### config.mk
export PLATFORM = sky130hd
export DESIGN_NAME = voice_allocator
export DESIGN_NICKNAME = d
export VERILOG_FILES = /design/src/rtl/synth_pkg.sv /design/src/rtl/note_period_rom.sv /design/src/rtl/voice_allocator.sv
export SDC_FILE = /design/constraint.sdc
export NUM_CORES = 1
export LEC_CHECK = 0
export CAP_MARGIN = 20
export CORE_MARGIN = 1.5
export CORE_UTILIZATION = 45
export CTS_CLUSTER_SIZE = 24
export DETAILED_ROUTE_END_ITERATION = 6
export HOLD_SLACK_MARGIN = 0.02
export PLACE_DENSITY = 0.73
export SYNTH_ARGS = -nofsm -noshare
export SYNTH_HDL_FRONTEND = slang
export SYNTH_SLANG_ARGS = --single-unit
### constraint.sdc
create_clock -name clk -period 4.4 [get_ports clk]
set_input_delay 1.32 -clock clk [delete_from_list [all_inputs] [get_ports clk]]
set_output_delay 1.32 -clock clk [all_outputs]
set_load 0.005 [all_outputs]
### src/rtl/synth_pkg.sv
// rtl/synth_pkg.sv - shared widths, default voice count and allocator state type
package synth_pkg;

    localparam int PERIOD_W           = 23;
    localparam int VOL_W              = 7;
    localparam int NOTE_W             = 7;
    localparam int DEFAULT_NUM_VOICES = 4;

    typedef enum logic [1:0] {
        IDLE  = 2'd0,
        SCAN  = 2'd1,
        APPLY = 2'd2
    } alloc_state_t;

endpackage

### src/rtl/note_period_rom.sv
// rtl/note_period_rom.sv - 128-entry MIDI note to sine period table (clk cycles at 50 MHz)
module note_period_rom
    import synth_pkg::*;
(
    input  logic [NOTE_W-1:0]   note,
    output logic [PERIOD_W-1:0] period
);

    localparam int FRAC_W = 8;

    logic [3:0]  octave;
    logic [3:0]  semitone;
    logic [31:0] base;
    logic [31:0] rounded;
    logic [4:0]  shift;

    // base holds the exact lowest-octave period with 8 fraction bits; each
    // octave up halves it, and the final shift rounds to nearest.
    always_comb begin
        octave   = 4'(note / 7'd12);
        semitone = 4'(note % 7'd12);
        case (semitone)
            4'd0:    base = 32'd1565596235;
            4'd1:    base = 32'd1477726070;
            4'd2:    base = 32'd1394787679;
            4'd3:    base = 32'd1316504262;
            4'd4:    base = 32'd1242614555;
            4'd5:    base = 32'd1172871959;
            4'd6:    base = 32'd1107043714;
            4'd7:    base = 32'd1044910125;
            4'd8:    base = 32'd986263826;
            4'd9:    base = 32'd930909091;
            4'd10:   base = 32'd878661178;
            default: base = 32'd829345716;
        endcase
        shift   = 5'(FRAC_W) + 5'(octave);
        rounded = base + (32'd1 << (shift - 5'd1));
        period  = PERIOD_W'(rounded >> shift);
    end

endmodule

### src/rtl/voice_allocator.sv
// rtl/voice_allocator.sv - MIDI note event to sine voice allocator with retrigger and oldest-voice stealing
module voice_allocator
    import synth_pkg::*;
#(
    parameter int NUM_VOICES = DEFAULT_NUM_VOICES,
    parameter int AGE_W      = 8
) (
    input  logic                           clk,
    input  logic                           reset,
    input  logic                           ev_valid,
    output logic                           ev_ready,
    input  logic                           ev_on,
    input  logic [NOTE_W-1:0]              ev_note,
    input  logic [VOL_W-1:0]               ev_velocity,
    output logic [NUM_VOICES*PERIOD_W-1:0] voice_period,
    output logic [NUM_VOICES*VOL_W-1:0]    voice_volume,
    output logic [NUM_VOICES-1:0]          voice_active,
    output logic [NUM_VOICES-1:0]          voice_restart,
    output logic [7:0]                     steal_count
);

    localparam int                IDX_W    = (NUM_VOICES > 1) ? $clog2(NUM_VOICES) : 1;
    localparam logic [AGE_W-1:0]  AGE_MAX  = '1;
    localparam logic [IDX_W-1:0]  LAST_IDX = IDX_W'(NUM_VOICES - 1);

    alloc_state_t          state;
    logic                  lat_on;
    logic [NOTE_W-1:0]     lat_note;
    logic [VOL_W-1:0]      lat_vel;
    logic [IDX_W-1:0]      scan_idx;

    logic                  hit_found;
    logic [IDX_W-1:0]      hit_idx;
    logic                  free_found;
    logic [IDX_W-1:0]      free_idx;
    logic [IDX_W-1:0]      old_idx;
    logic [AGE_W-1:0]      old_age;
    logic [NUM_VOICES-1:0] off_mask;

    logic [NOTE_W-1:0]     voice_note [NUM_VOICES];
    logic [AGE_W-1:0]      voice_age  [NUM_VOICES];
    logic [PERIOD_W-1:0]   rom_period;

    logic                  cur_active;
    logic                  cur_match;
    logic [AGE_W-1:0]      cur_age;
    logic [IDX_W-1:0]      sel_idx;
    logic                  do_steal;

    note_period_rom u_note_period_rom (
        .note   (lat_note),
        .period (rom_period)
    );

    assign cur_active = voice_active[scan_idx];
    assign cur_age    = voice_age[scan_idx];
    assign cur_match  = cur_active && (voice_note[scan_idx] == lat_note);

    always_comb begin
        do_steal = 1'b0;
        if (hit_found) begin
            sel_idx = hit_idx;
        end else if (free_found) begin
            sel_idx = free_idx;
        end else begin
            sel_idx  = old_idx;
            do_steal = 1'b1;
        end
    end

    always_ff @(posedge clk) begin
        if (reset) begin
            state         <= IDLE;
            ev_ready      <= 1'b1;
            lat_on        <= 1'b0;
            lat_note      <= '0;
            lat_vel       <= '0;
            scan_idx      <= '0;
            hit_found     <= 1'b0;
            hit_idx       <= '0;
            free_found    <= 1'b0;
            free_idx      <= '0;
            old_idx       <= '0;
            old_age       <= '0;
            off_mask      <= '0;
            voice_period  <= '0;
            voice_volume  <= '0;
            voice_active  <= '0;
            voice_restart <= '0;
            steal_count   <= '0;
            for (int i = 0; i < NUM_VOICES; i++) begin
                voice_note[i] <= '0;
                voice_age[i]  <= '0;
            end
        end else begin
            voice_restart <= '0;
            case (state)
                IDLE: begin
                    if (ev_valid && ev_ready) begin
                        lat_on     <= ev_on && (ev_velocity != '0);
                        lat_note   <= ev_note;
                        lat_vel    <= ev_velocity;
                        scan_idx   <= '0;
                        hit_found  <= 1'b0;
                        free_found <= 1'b0;
                        old_idx    <= '0;
                        old_age    <= '0;
                        off_mask   <= '0;
                        ev_ready   <= 1'b0;
                        state      <= SCAN;
                    end
                end
                SCAN: begin
                    if (cur_match) begin
                        off_mask[scan_idx] <= 1'b1;
                        if (!hit_found) begin
                            hit_found <= 1'b1;
                            hit_idx   <= scan_idx;
                        end
                    end
                    if (!cur_active && !free_found) begin
                        free_found <= 1'b1;
                        free_idx   <= scan_idx;
                    end
                    // strict compare keeps the lowest index on equal ages
                    if (cur_active && (cur_age > old_age)) begin
                        old_idx <= scan_idx;
                        old_age <= cur_age;
                    end
                    if (scan_idx == LAST_IDX) begin
                        state <= APPLY;
                    end else begin
                        scan_idx <= scan_idx + IDX_W'(1);
                    end
                end
                APPLY: begin
                    if (lat_on) begin
                        for (int i = 0; i < NUM_VOICES; i++) begin
                            if (IDX_W'(i) == sel_idx) begin
                                voice_active[i]                     <= 1'b1;
                                voice_period[i*PERIOD_W +: PERIOD_W] <= rom_period;
                                voice_volume[i*VOL_W +: VOL_W]       <= lat_vel;
                                voice_note[i]                       <= lat_note;
                                voice_age[i]                        <= '0;
                                voice_restart[i]                    <= 1'b1;
                            end else if (voice_active[i] && (voice_age[i] != AGE_MAX)) begin
                                voice_age[i] <= voice_age[i] + AGE_W'(1);
                            end
                        end
                        if (do_steal && (steal_count != 8'hFF)) begin
                            steal_count <= steal_count + 8'd1;
                        end
                    end else begin
                        for (int i = 0; i < NUM_VOICES; i++) begin
                            if (off_mask[i]) begin
                                voice_active[i]               <= 1'b0;
                                voice_volume[i*VOL_W +: VOL_W] <= '0;
                            end
                        end
                    end
                    ev_ready <= 1'b1;
                    state    <= IDLE;
                end
                default: begin
                    ev_ready <= 1'b1;
                    state    <= IDLE;
                end
            endcase
        end
    end

endmodule
Word level (Yosys, flattened, before mapping)
Memory sizes are Yosys's and may differ from the RTL's. A register that Yosys moved wholly into a read port is not among the register bits.
Index checks and enable logic that the tools add are counted.

word-level totals
  flip-flop bits (word level) = 176
  bits in writable memories = 60
  bits in read-only memories = 496
  bits of input ports = 18
  output and inout bits = 137
  memories = 3

memory list
  name              depth  bits a word  read ports  clocked after memory_dff  write ports  RTL line               source
  (name not given)  16     31           1           0                         0            note_period_rom.sv:22  case (semitone)
  voice_age         4      8            5           1                         4            voice_allocator.sv:41  logic [AGE_W-1:0] voice_age [NUM_VOICES];
  voice_note        4      7            1           1                         4            voice_allocator.sv:40  logic [NOTE_W-1:0] voice_note [NUM_VOICES];

operators by class
  add/subtract/negate cells = 9
  divide/modulo/power cells = 2
  magnitude comparators = 3
  equal/unequal tests = 22
  shifts and indexed selects = 2
  multiplexer cells = 108
  bitwise logic cells = 17
  reduce and logical (&&, ||, !) cells = 40

operator list
  kind                    number
  $mux W7                 12
  $mux W8                 10
  $mux W1                 61
  $reduce_and A3 Y1       14
  $add A8 B1 Y8 const B   5
  $ne A8 B8 Y1 const B    5
  $add A32 B32 Y32        1
  $shl A1 B5 Y32 const A  1
  $shr A32 B5 Y23         1
  $mux W28                1
  $mux W2                 11
  $pmux W8 S2             1
  $mux W4                 3
  $ne A2 B2 Y1 const B    6
  $or A1 B1 Y1            12
  $pmux W2 S2             3
  $logic_and A1 B1 Y1     11
  $reduce_bool A2 Y1      5
  $gt A8 B8 Y1            1
  $ne A2 B1 Y1 const B    4
  $pmux W4 S2             1
  $reduce_and A2 Y1       4
  $div A7 B4 Y7 const B   1
  $eq A7 B7 Y1            1
  19 further kinds        28

Logic depth before layout (Yosys ltp)
Gate-level depths: netlist of the first run.

  depth after elaboration = 10
  gate-level depth with buffers = 23

Hierarchy
A second synthesis of the first run with hierarchy kept.

unflattened totals
  cell total of the unflattened synthesis = 1597
  area total of the unflattened synthesis = 13390.3 um^2

modules (own cells, without submodules)
  module           instances  cells each  area an instance (um^2)  seq. area each (um^2)
  voice_allocator  1          1049        9795.6                   5365.1
  note_period_rom  1          548         3594.7                   0.0

Worst setup path before layout of the first run
Ideal clock, no wire load.

  path kind = reg-to-reg
  from = reg lat_note[6]
  to = reg voice_period[35]
  arrival = 4.586 ns
  data required time = 4.266 ns
  slack = -0.319 ns
  stages on the path, launching flop included = 22
  path buffers = 5
  clock period less this slack = 4.719 ns
  path through = dfxtp_1 -> clkbuf_1 -> nor2b_1 -> a211oi_1 -> o21ai_0 -> and2_1 -> clkbuf_8 -> clkbuf_8 -> clkbuf_1 -> nor3_1 -> ha_1 -> buf_2 -> a21oi_4 -> o211ai_1 -> a221o_1 -> or4_4 -> and2_4 -> o211ai_2 -> o21ai_2 -> a221o_1 -> a211oi_2 -> a211oi_1

between the ends
  cells in the longest elaborated chain, start to end = 6

RTL lines
  what                            RTL line                source
  start: declaration              voice_allocator.sv:28   logic [NOTE_W-1:0] lat_note;
  start signal: assignment        voice_allocator.sv:101  lat_note <= ev_note;
  $div A7 B4 Y7                   note_period_rom.sv:20   octave = 4'(note / 7'd12);
  $add A4 B4 Y5                   note_period_rom.sv:36   shift = 5'(FRAC_W) + 5'(octave);
  $sub A5 B1 Y5                   note_period_rom.sv:37   rounded = base + (32'd1 << (shift - 5'd1));
  $shl A1 B5 Y32                  note_period_rom.sv:37
  $add A32 B32 Y32                note_period_rom.sv:37
  $shr A32 B5 Y23 *               note_period_rom.sv:38   period = PERIOD_W'(rounded >> shift);
  end signal: indexed assignment  voice_allocator.sv:141  voice_period[i*PERIOD_W +: PERIOD_W] <= rom_period;
  end: declaration                voice_allocator.sv:15   output logic [NUM_VOICES*PERIOD_W-1:0] voice_period,

Every way passes the cells marked *; elsewhere a longest branch is shown, timed or not.
A chain may end at the register's enable or synchronous reset.

Worst setup path in the final report of the first run
  from = reg lat_note[5]
  to = reg voice_period[81]

The elaborated chain is that of the path after synthesis.

==> impl_summary.txt, run 1 <==
----------------------------------------------------
[Status]
  Status ... finished, violations left
  Failing checks ... setup timing

[Power]
  Total leakage power ... a little over 7 nW
  VDD IR max ... 0.300 mV
  Pwr Total ... between 7 and 8 mW
  Pwr Density ... about 410 nW/µm²

[Logic synthesis]
  Ys Warns ... 0
  Post-synthesis sequential area ratio ... 0.394
  Share of synthesized registers carrying an async set or reset ... 0
  EDFF count, synth ... 60
  Most area-hungry cell type in the Yosys netlist ... dfxtp_1
  Number of instances in the synthesized netlist ... 1576
  Area share of the largest cell type after synthesis ... 0.262
  Number of storage elements in the synthesis netlist ... between 200 and 250
  Netlist cell types ... 91
  Per-instance average area after synthesis ... roughly 8.6 µm²
  Mapped Area ... approximately 14000 µm²
  Top flip-flop cell by instance count after synthesis ... dfxtp_1
  Top cells by area in the synthesized netlist ... dfxtp_1 (26%), edfxtp_1 (13%), nand2_1 (5.7%), nor2_1 (4.9%), ha_1 (4.9%)

[Floorplan]
  Die Y ... around 180 µm
  Number of I/O pins ... approximately 160
  Effective utilization at floorplan ... 0.458
  Die Span X ... 177 µm
  Area of the die ... 31300 µm²
  Cell Rows ... 63
  Core footprint ... between 20000 and 30000 µm²

[Clocking]
  Clock insertion delay at the later pin of the skew report ... 540 ps
  Maximum count of clock buffers along a single path ... 3
  Number of sinks driven by the clock tree ... 238
  Max H-tree Level ... 1
  Clock tree from TritonCTS ... done
  Clock root buffer master ... clkbuf_16
  CTS clock-pin slew for the worst setup and hold paths ... around 60 ps
  Number of buffers inserted during clock tree synthesis ... 24

[Critical path]
  Largest fanout of any net on the critical path ... 6
  Worst path max stage delay ... approximately 540 ps
  Cell family with most CP delay ... compound AO/OA/AOI/OAI gates
  Critical Path End Type ... flop
  Critical path arrival ... around 4900 ps
  Combined buffer and inverter count along the critical path ... 5
  Data required time of the critical path ... approximately 4800 ps
  Cell breakdown of the critical path ... nor2b_4, nor2_4, a221o_1, nand2_2, o21a_1, buf_6, nor2_2, a21oi_2, ha_4, buf_6, buf_4, nor2_1, a211oi_2, buf_4, o311a_4, or4_4, and2_4, o211ai_2, o21ai_2, a221o_1, a211oi_2, buf_4, a211oi_2
  Kind of critical path ... reg2reg
  Critical path launch point type ... flop
  Slowest stage cell on the critical path ... or4_4

[Global route]
  Maximum number of pins on one net before global-route repair ... roughly 100
  Overall track demand over capacity in global routing ... 0.284
  Initial antenna violation count ... 0
  Global-route wire length before repair ... roughly 70 mm
  Global-route congestion overflow total ... 0
  Vias in the first global route ... 12.7k

[STA]
  Least-Margin Pin Slew ... 1040 ps
  Relative slew slack ... 0.308
  Final hold vios ... 0
  Time the final worst path needs with I/O delays and setup ... around 4500 ps
  Final critical-path share of the clock period ... 1.03
  Number of pins with negative max-slew slack in the final report ... 0
  Fin Clk Skew ... approximately 36 ps
  Highest clock frequency the design can meet ... about 0.22 GHz
  Setup slack of the critical path after layout ... -119 ps
  Unrepaired setup endpoints after global routing ... true
  Final-report setup violation count ... 8

[Finish]
  Growth of design area from synthesis to finish ... 41.3%
  Antenna cell count ... 0
  Final core utilization ... 0.647
  Non-filler instance count after layout ... approximately 2.4k
  Number of nets in the finished design ... ~2.0k
  Ratio of cells with drive above 1 in the final layout ... 0.265

[Drt]
  Drt wl/cell ... between 20 and 25 µm
  Iteration-0 DRC Markers ... 1588
  DR vias ... around 14k
  Detail-routed via count per cell ... 5.91
  Antenna Violating Nets Remaining ... 0
  First-pass iteration count of the detailed router ... 7
  DRC ... 0
  Total Routed Length ... roughly 47 mm

[Job]
  Max_cap viols ... 0

[Placed design]
  Dpl cells ... approximately 2.3k
  Minimum setup slack after placement ... -486 ps
  Number of buffer cells added on primary ports ... 154
  Placed wire-length estimate after detailed placement ... 33.6 mm
  Routability-driven placement congestion ratio ... between 0.9 and 1

[Min path]
  Class of the tightest hold or removal check ... reg2reg

----------------------------------------------------
-- routing by layer --
metal	GRT usage	wire length (µm)	up-vias
li1	-	-	6446
met1	0.389	20100	6749
met2	0.457	22000	615
met3	0.0369	3250	107
met4	0.105	1840	0
met5	0	0	-
-- cells in the final DEF (no fill, tap or decap), drive strengths merged, types with 32 or more instances in the layout --
cell type      instances
dfxtp                178
clkdlybuf4s50        153
a21oi                127
clkbuf                35
ha                    53
o21ai                 99
buf                  267
nor3                  40
inv                   32
nand2                205
edfxtp                60
xnor2                 32
nor2                 179
nand3                 70
-- power breakdown --
part           leakage, nW  total (mW)  switching, mW  internal [mW]
Combinational         4.76        3.48           1.89           1.60
Sequential            2.06        2.32         0.0430           2.28
Clock                0.412        2.13          0.887           1.24
-- cell usage after synthesis (all sizes together), types with 29 or more instances --
| master | count |
|---|---|
| nand3 | 70 |
| nand2 | 205 |
| nor3 | 40 |
| ha | 53 |
| inv | 29 |
| a21oi | 127 |
| edfxtp | 60 |
| nor2 | 179 |
| xor2 | 29 |
| o21ai | 99 |
| dfxtp | 178 |
| xnor2 | 32 |
| and2 | 30 |
| nand3b | 30 |
| clkbuf | 78 |
-- worst min-delay path, cell delays in order, from the launching register on --
cell and delay [ps]:
dfxtp_1 320, nand2_1 40, o21ai_0 50
-- cell type report --
type | instances | area (µm²)
tap | 390 | 488
clock inverter | 9 | 90.1
timing repair buffer | 421 | 3630
clock buffer | 34 | 741
inverter | 31 | 116
multi-input combinational | 1231 | 8780
fill | 2376 | 10500
sequential | 238 | 5380
-- per-stage QoR --
step / hold WS (ps) / area (µm²) / TNS (ps)
finish: 450 / 19200 / -617
global placement: 439 / 16800 / -18160
detailed placement: 442 / 16800 / -22160
floorplan: 435 / 13800 / 0
CTS: 451 / 18300 / -439
global route: 467 / 19200 / -8830
-- registers in the layout, indices dropped and copies added (netlist names), named ones only --
| name | cells |
|---|---|
| free_found | 1 |
| hit_idx | 2 |
| voice_period | 92 |
| lat_note | 7 |
| voice_age | 32 |
| scan_idx | 2 |
| voice_active | 4 |
| state | 2 |
| lat_on | 1 |
| ev_ready | 1 |
| free_idx | 2 |
| old_idx | 2 |
| voice_note | 28 |
| hit_found | 1 |
| steal_count | 8 |
| lat_vel | 7 |
| voice_restart | 4 |
| voice_volume | 28 |
| off_mask | 4 |
| old_age | 8 |
-- path summary, 6_finish.rpt --
kind / from / end / slack (ps) / depth (start not counted)
worst min register to register: voice_period[24] / voice_period[24] / 450 / 2
worst max register to register: lat_note[5] / voice_period[81] / -120 / 23
worst min-delay path: voice_period[24] / voice_period[24] / 450 / 2
worst max-delay path: lat_note[5] / voice_period[81] / -120 / 23
-- what timing repair did --
action / CTS / global route
pin swaps: 38 / 71
hold buffers: 0 / 0
gates cloned: 0 / 0
gates resized for setup: 92 / 161
buffers inserted: 23 / 30
endpoints found under the setup margin: 92 / 92
-- cells by family after synthesis --
logic type                 Yosys count  share of synthesized area
AOI/OAI and AO/OA                  416                      0.203
xor gates and xnor gates            61                     0.0398
adders and majority gates           53                     0.0487
buffers and inverters              125                     0.0473
DFF                                238                      0.394
muxes                               46                     0.0495
other                                1                   0.000276
and+or+nand+nor                    636                      0.217
(Power assumes the default switching activity.)
==> inputs of run 2 (changes only) <==
- ABC_AREA: not set -> 1
==> impl_summary.txt, run 2 <==
----------------------------------------------------
[Logic synthesis]
  Most numerous cell types in the synthesized netlist ... nand2_1 (710), inv_1 (220), nand3_1 (201)
  Number of storage elements in the synthesis netlist ... 238 (unchanged)
  Per-instance average area after synthesis ... 6.67 µm² (-23%)
  Top flip-flop cell by instance count after synthesis ... dfxtp_1
  EDFF count, synth ... 60 (unchanged)
  Top cells by area in the synthesized netlist ... dfxtp_1 (26%), nand2_1 (20%), edfxtp_1 (13%), nand3_1 (7.5%), inv_1 (6.1%)
  Number of instances in the synthesized netlist ... 2021 (+28%)
  Most area-hungry cell type in the Yosys netlist ... dfxtp_1
  Netlist cell types ... 42 (-54%)
  Mapped Area ... 13500 µm² (-0.94%)
  Top-count cell post-synth ... nand2_1
  Post-synthesis sequential area ratio ... 0.398 (+0.00373)
  Share of synthesized registers carrying an async set or reset ... 0 (unchanged)
  Ys Warns ... 0 (unchanged)
  Area share of the largest cell type after synthesis ... 0.264 (+0.00248)

[Floorplan]
  Effective utilization at floorplan ... 0.456 (-0.00188)
  Die Y ... 176 µm (-0.46%)
  Core footprint ... 29600 µm² (-0.53%)
  Area of the die ... 31000 µm² (-0.92%)
  Cell Rows ... 63 (unchanged)
  Number of I/O pins ... 155 (unchanged)
  Die Span X ... 176 µm (-0.46%)

[Power]
  Sequential Power Share ... 0.312 (+0.019)
  Power dissipated by switching net loads ... 3.07 mW (+9.0%)
  Pwr Density ... 453 nW/µm² (+9.8%)
  Portion of total power attributed to the clock network ... 0.270 (+0.002)
  Share of total power in combinational logic ... 0.418 (-0.021)
  VDD IR max ... 0.439 mV (+46%)
  Total leakage power ... 7.74 nW (+7.2%)
  Share of total power consumed by net switching ... 0.408 (+0.0529)
  Internal ... 4.45 mW (-13%)

[Clocking]
  Clock insertion delay at the later pin of the skew report ... 530 ps (about the same)
  Number of buffers inserted during clock tree synthesis ... 25 (+4.2%)
  Clock root buffer master ... clkbuf_16
  Number of hold buffers added after cts ... 0 (unchanged)
  CTS clock-pin slew for the worst setup and hold paths ... 60 ps (about the same)
  Clock tree from TritonCTS ... done
  Maximum count of clock buffers along a single path ... 3 (unchanged)
  Max H-tree Level ... 1 (unchanged)
  Number of sinks driven by the clock tree ... 238 (unchanged)

[Global route]
  Overall track demand over capacity in global routing ... 0.271 (-0.0126)
  Global-route congestion overflow total ... 0 (unchanged)
  Vias in the first global route ... 13.0k (+2.8%)
  Grt peak-use layer ... met2
  GRT met3 Usage ... 0.0508 (+0.0139)
  Met1 usage in global routing ... 0.331 (-0.0589)
  Met2 Use GR ... 0.467 (+0.0102)
  Global-route wire length before repair ... 67.3 mm (-4.3%)
  Maximum number of pins on one net before global-route repair ... 58 (-43%)
  Initial antenna violation count ... 0 (unchanged)

[Finish]
  Leading cell types in the layout, fill and taps excluded ... nand2_1 (688), inv_1 (219), nand3_1 (193), nor2_1 (186), dfxtp_1 (175)
  Growth of design area from synthesis to finish ... 23.2%
  Biggest register ... voice_period
  Number of flip-flops under the largest register name ... 92 (unchanged)
  Number of nets in the finished design ... 2266 (+12%)
  Largest regs ... voice_period: 92 flops, voice_age: 32 flops
  Ratio of cells with drive above 1 in the final layout ... 0.0701 (-0.195)
  Count of filler cells inserted in the layout ... 2808 (+18%)
  Most common cell after layout, fill and taps aside ... nand2_1
  Antenna cell count ... 0 (unchanged)

[STA]
  Final critical-path share of the clock period ... 0.933 (-0.0943)
  Relative slew slack ... 0.367 (+0.0590)
  Setup TNS ... 0 ps (+617 ps)
  Least-Margin Pin Slew ... 948 ps (-89.5 ps)
  Fin Clk Skew ... 13.9 ps (-22.0 ps)
  Time the final worst path needs with I/O delays and setup ... 4100 ps (-415 ps)
  Final-report setup violation count ... 0 (-8)
  Hold Slack ... 451 ps (+0.443 ps)
  Final hold vios ... 0 (unchanged)
  Number of pins with negative max-slew slack in the final report ... 0 (unchanged)
  Highest clock frequency the design can meet ... 0.244 GHz (+10%)

[Job]
  Max_cap viols ... 0 (unchanged)

[Critical path]
  Slowest stage cell on the critical path ... ha_1
  Worst path max stage delay ... 390 ps (-150 ps)
  Combined buffer and inverter count along the critical path ... 6 (+1)
  Data required time of the critical path ... 4870 ps (+90 ps)
  Worst setup startpoint ... lat_note[6]
  Most numerous cell on the critical path ... nand2_1
  Cell family with most CP delay ... simple AND/OR/NAND/NOR gates
  Critical Path End Type ... flop
  Kind of critical path ... reg2reg
  Critical path arrival ... 4570 ps (-330 ps)
  Critical path launch point type ... flop
  Largest fanout of any net on the critical path ... 12 (+6)
  Reg-to-Reg Start ... lat_note[6]

[Drt]
  Total Routed Length ... 42.6 mm (-9.9%)
  Iteration-0 DRC Markers ... 1206 (-24%)
  Detail-routed via count per cell ... 5.26 (-11%)
  Drt wl/cell ... 16.4 µm (-18%)
  First-pass iteration count of the detailed router ... 7 (unchanged)
  DR vias ... 13.7k (-1.7%)
  DRC ... 5 (+5)
  Antenna Violating Nets Remaining ... 0 (unchanged)

[Placed design]
  Number of buffer cells added on primary ports ... 154 (unchanged)
  Routability-driven placement congestion ratio ... 1.00 (+4.6%)
  Placed wire-length estimate after detailed placement ... 32.2 mm (-4.1%)

[Status]
  Failing checks ... DRC
  Status ... finished, violations left

[Min path]
  Class of the tightest hold or removal check ... reg2reg
  Startpoint of the worst hold path ... off_mask[2]

----------------------------------------------------
## run 2: cell count changes after synthesis, sizes merged, moves of 17 or more
cell    delta
a21oi     -38
nor3      -29
mux2i     -26
o21ai     +22
xnor2     -27
nand2    +513
inv      +196
nand3    +133
a22o      -23
and2      -24
nand3b    -28
nor2      +17
clkbuf    -29
## run 2: repair_timing
item / CTS / global route
resized for setup: 0 / 68
setup buffers: 0 / 6
endpoints found under the setup margin: 0 / 92
## run 2: cell families (layout without fill, tap and decap cells)
kind of cell | count (synthesis) | after routing | share of synthesized area
flops | 238 | 238 | 0.398
simple gates | 1168 | 1168 | 0.357
compound gates | 240 | 240 | 0.0945
fa+ha+maj | 53 | 53 | 0.0492
xor+xnor | 25 | 25 | 0.0162
other cells | 1 | 19 | 0.000278
buf+inv | 296 | 468 | 0.0851
## run 2: routing by layer
metal / part of all wire / up-vias
met3: 0.069 / 96
met5: 0 / -
li1: - / 6827
met1: 0.41 / 6312
met2: 0.48 / 452
met4: 0.044 / 0
## run 2: power groups by stage
stage	sequential [mW]	clock [mW]	combinational (mW)
2_1_floorplan	2.38	0	2.08
3_3_place_gp	2.39	0	2.84
3_5_place_dp	2.39	0	2.86
4_1_cts	2.34	2.05	2.88
5_1_grt	2.35	2.14	3.50
6_report	2.35	2.03	3.14
## run 2: path summary, 6_finish.rpt
kind         depth (start not counted)  slack [ps]               end
min                                  2         450       off_mask[2]
min reg2reg                          2         450       off_mask[2]
max                                 35         300  voice_period[24]
max reg2reg                         35         300  voice_period[24]
## run 2: worst min-delay path: cells and delay by family (launching register included)
family / cells / cell delay, ps
AOI/OAI and AO/OA: 1 / 50
buffers and inverters: 1 / 50
DFF: 1 / 310
## run 2: layout make-up
cell class,count,area (µm²),area share
well taps,390,488,0.0294
repair buffers,194,1850,0.111
flip-flops and latches,238,5370,0.323
clock inverters,5,46.3,0.00279
clock buffers,38,746,0.0449
inverters,231,870,0.0524
multi-input cells,1505,7230,0.436
## run 2: metrics by stage
stage               worst slack (ps)  power (mW)  cell area, µm²  utilization  cells
floorplan                        734        4.46           13500            -   2039
global placement                 103        5.23           15500        0.526   2552
detailed placement              49.1        5.25           15500        0.526   2552
CTS                             5.34        7.27           16300        0.553   2595
global route                   -53.7        7.99           16600        0.562   2601
finish                           296        7.52           16600        0.562   2601
==> inputs of run 3 (changes only) <==
- SKIP_CTS_REPAIR_TIMING: not set -> 1
==> results of run 3 <==
Same layout as run 2: the final DEF is identical, and so are final timing and power.
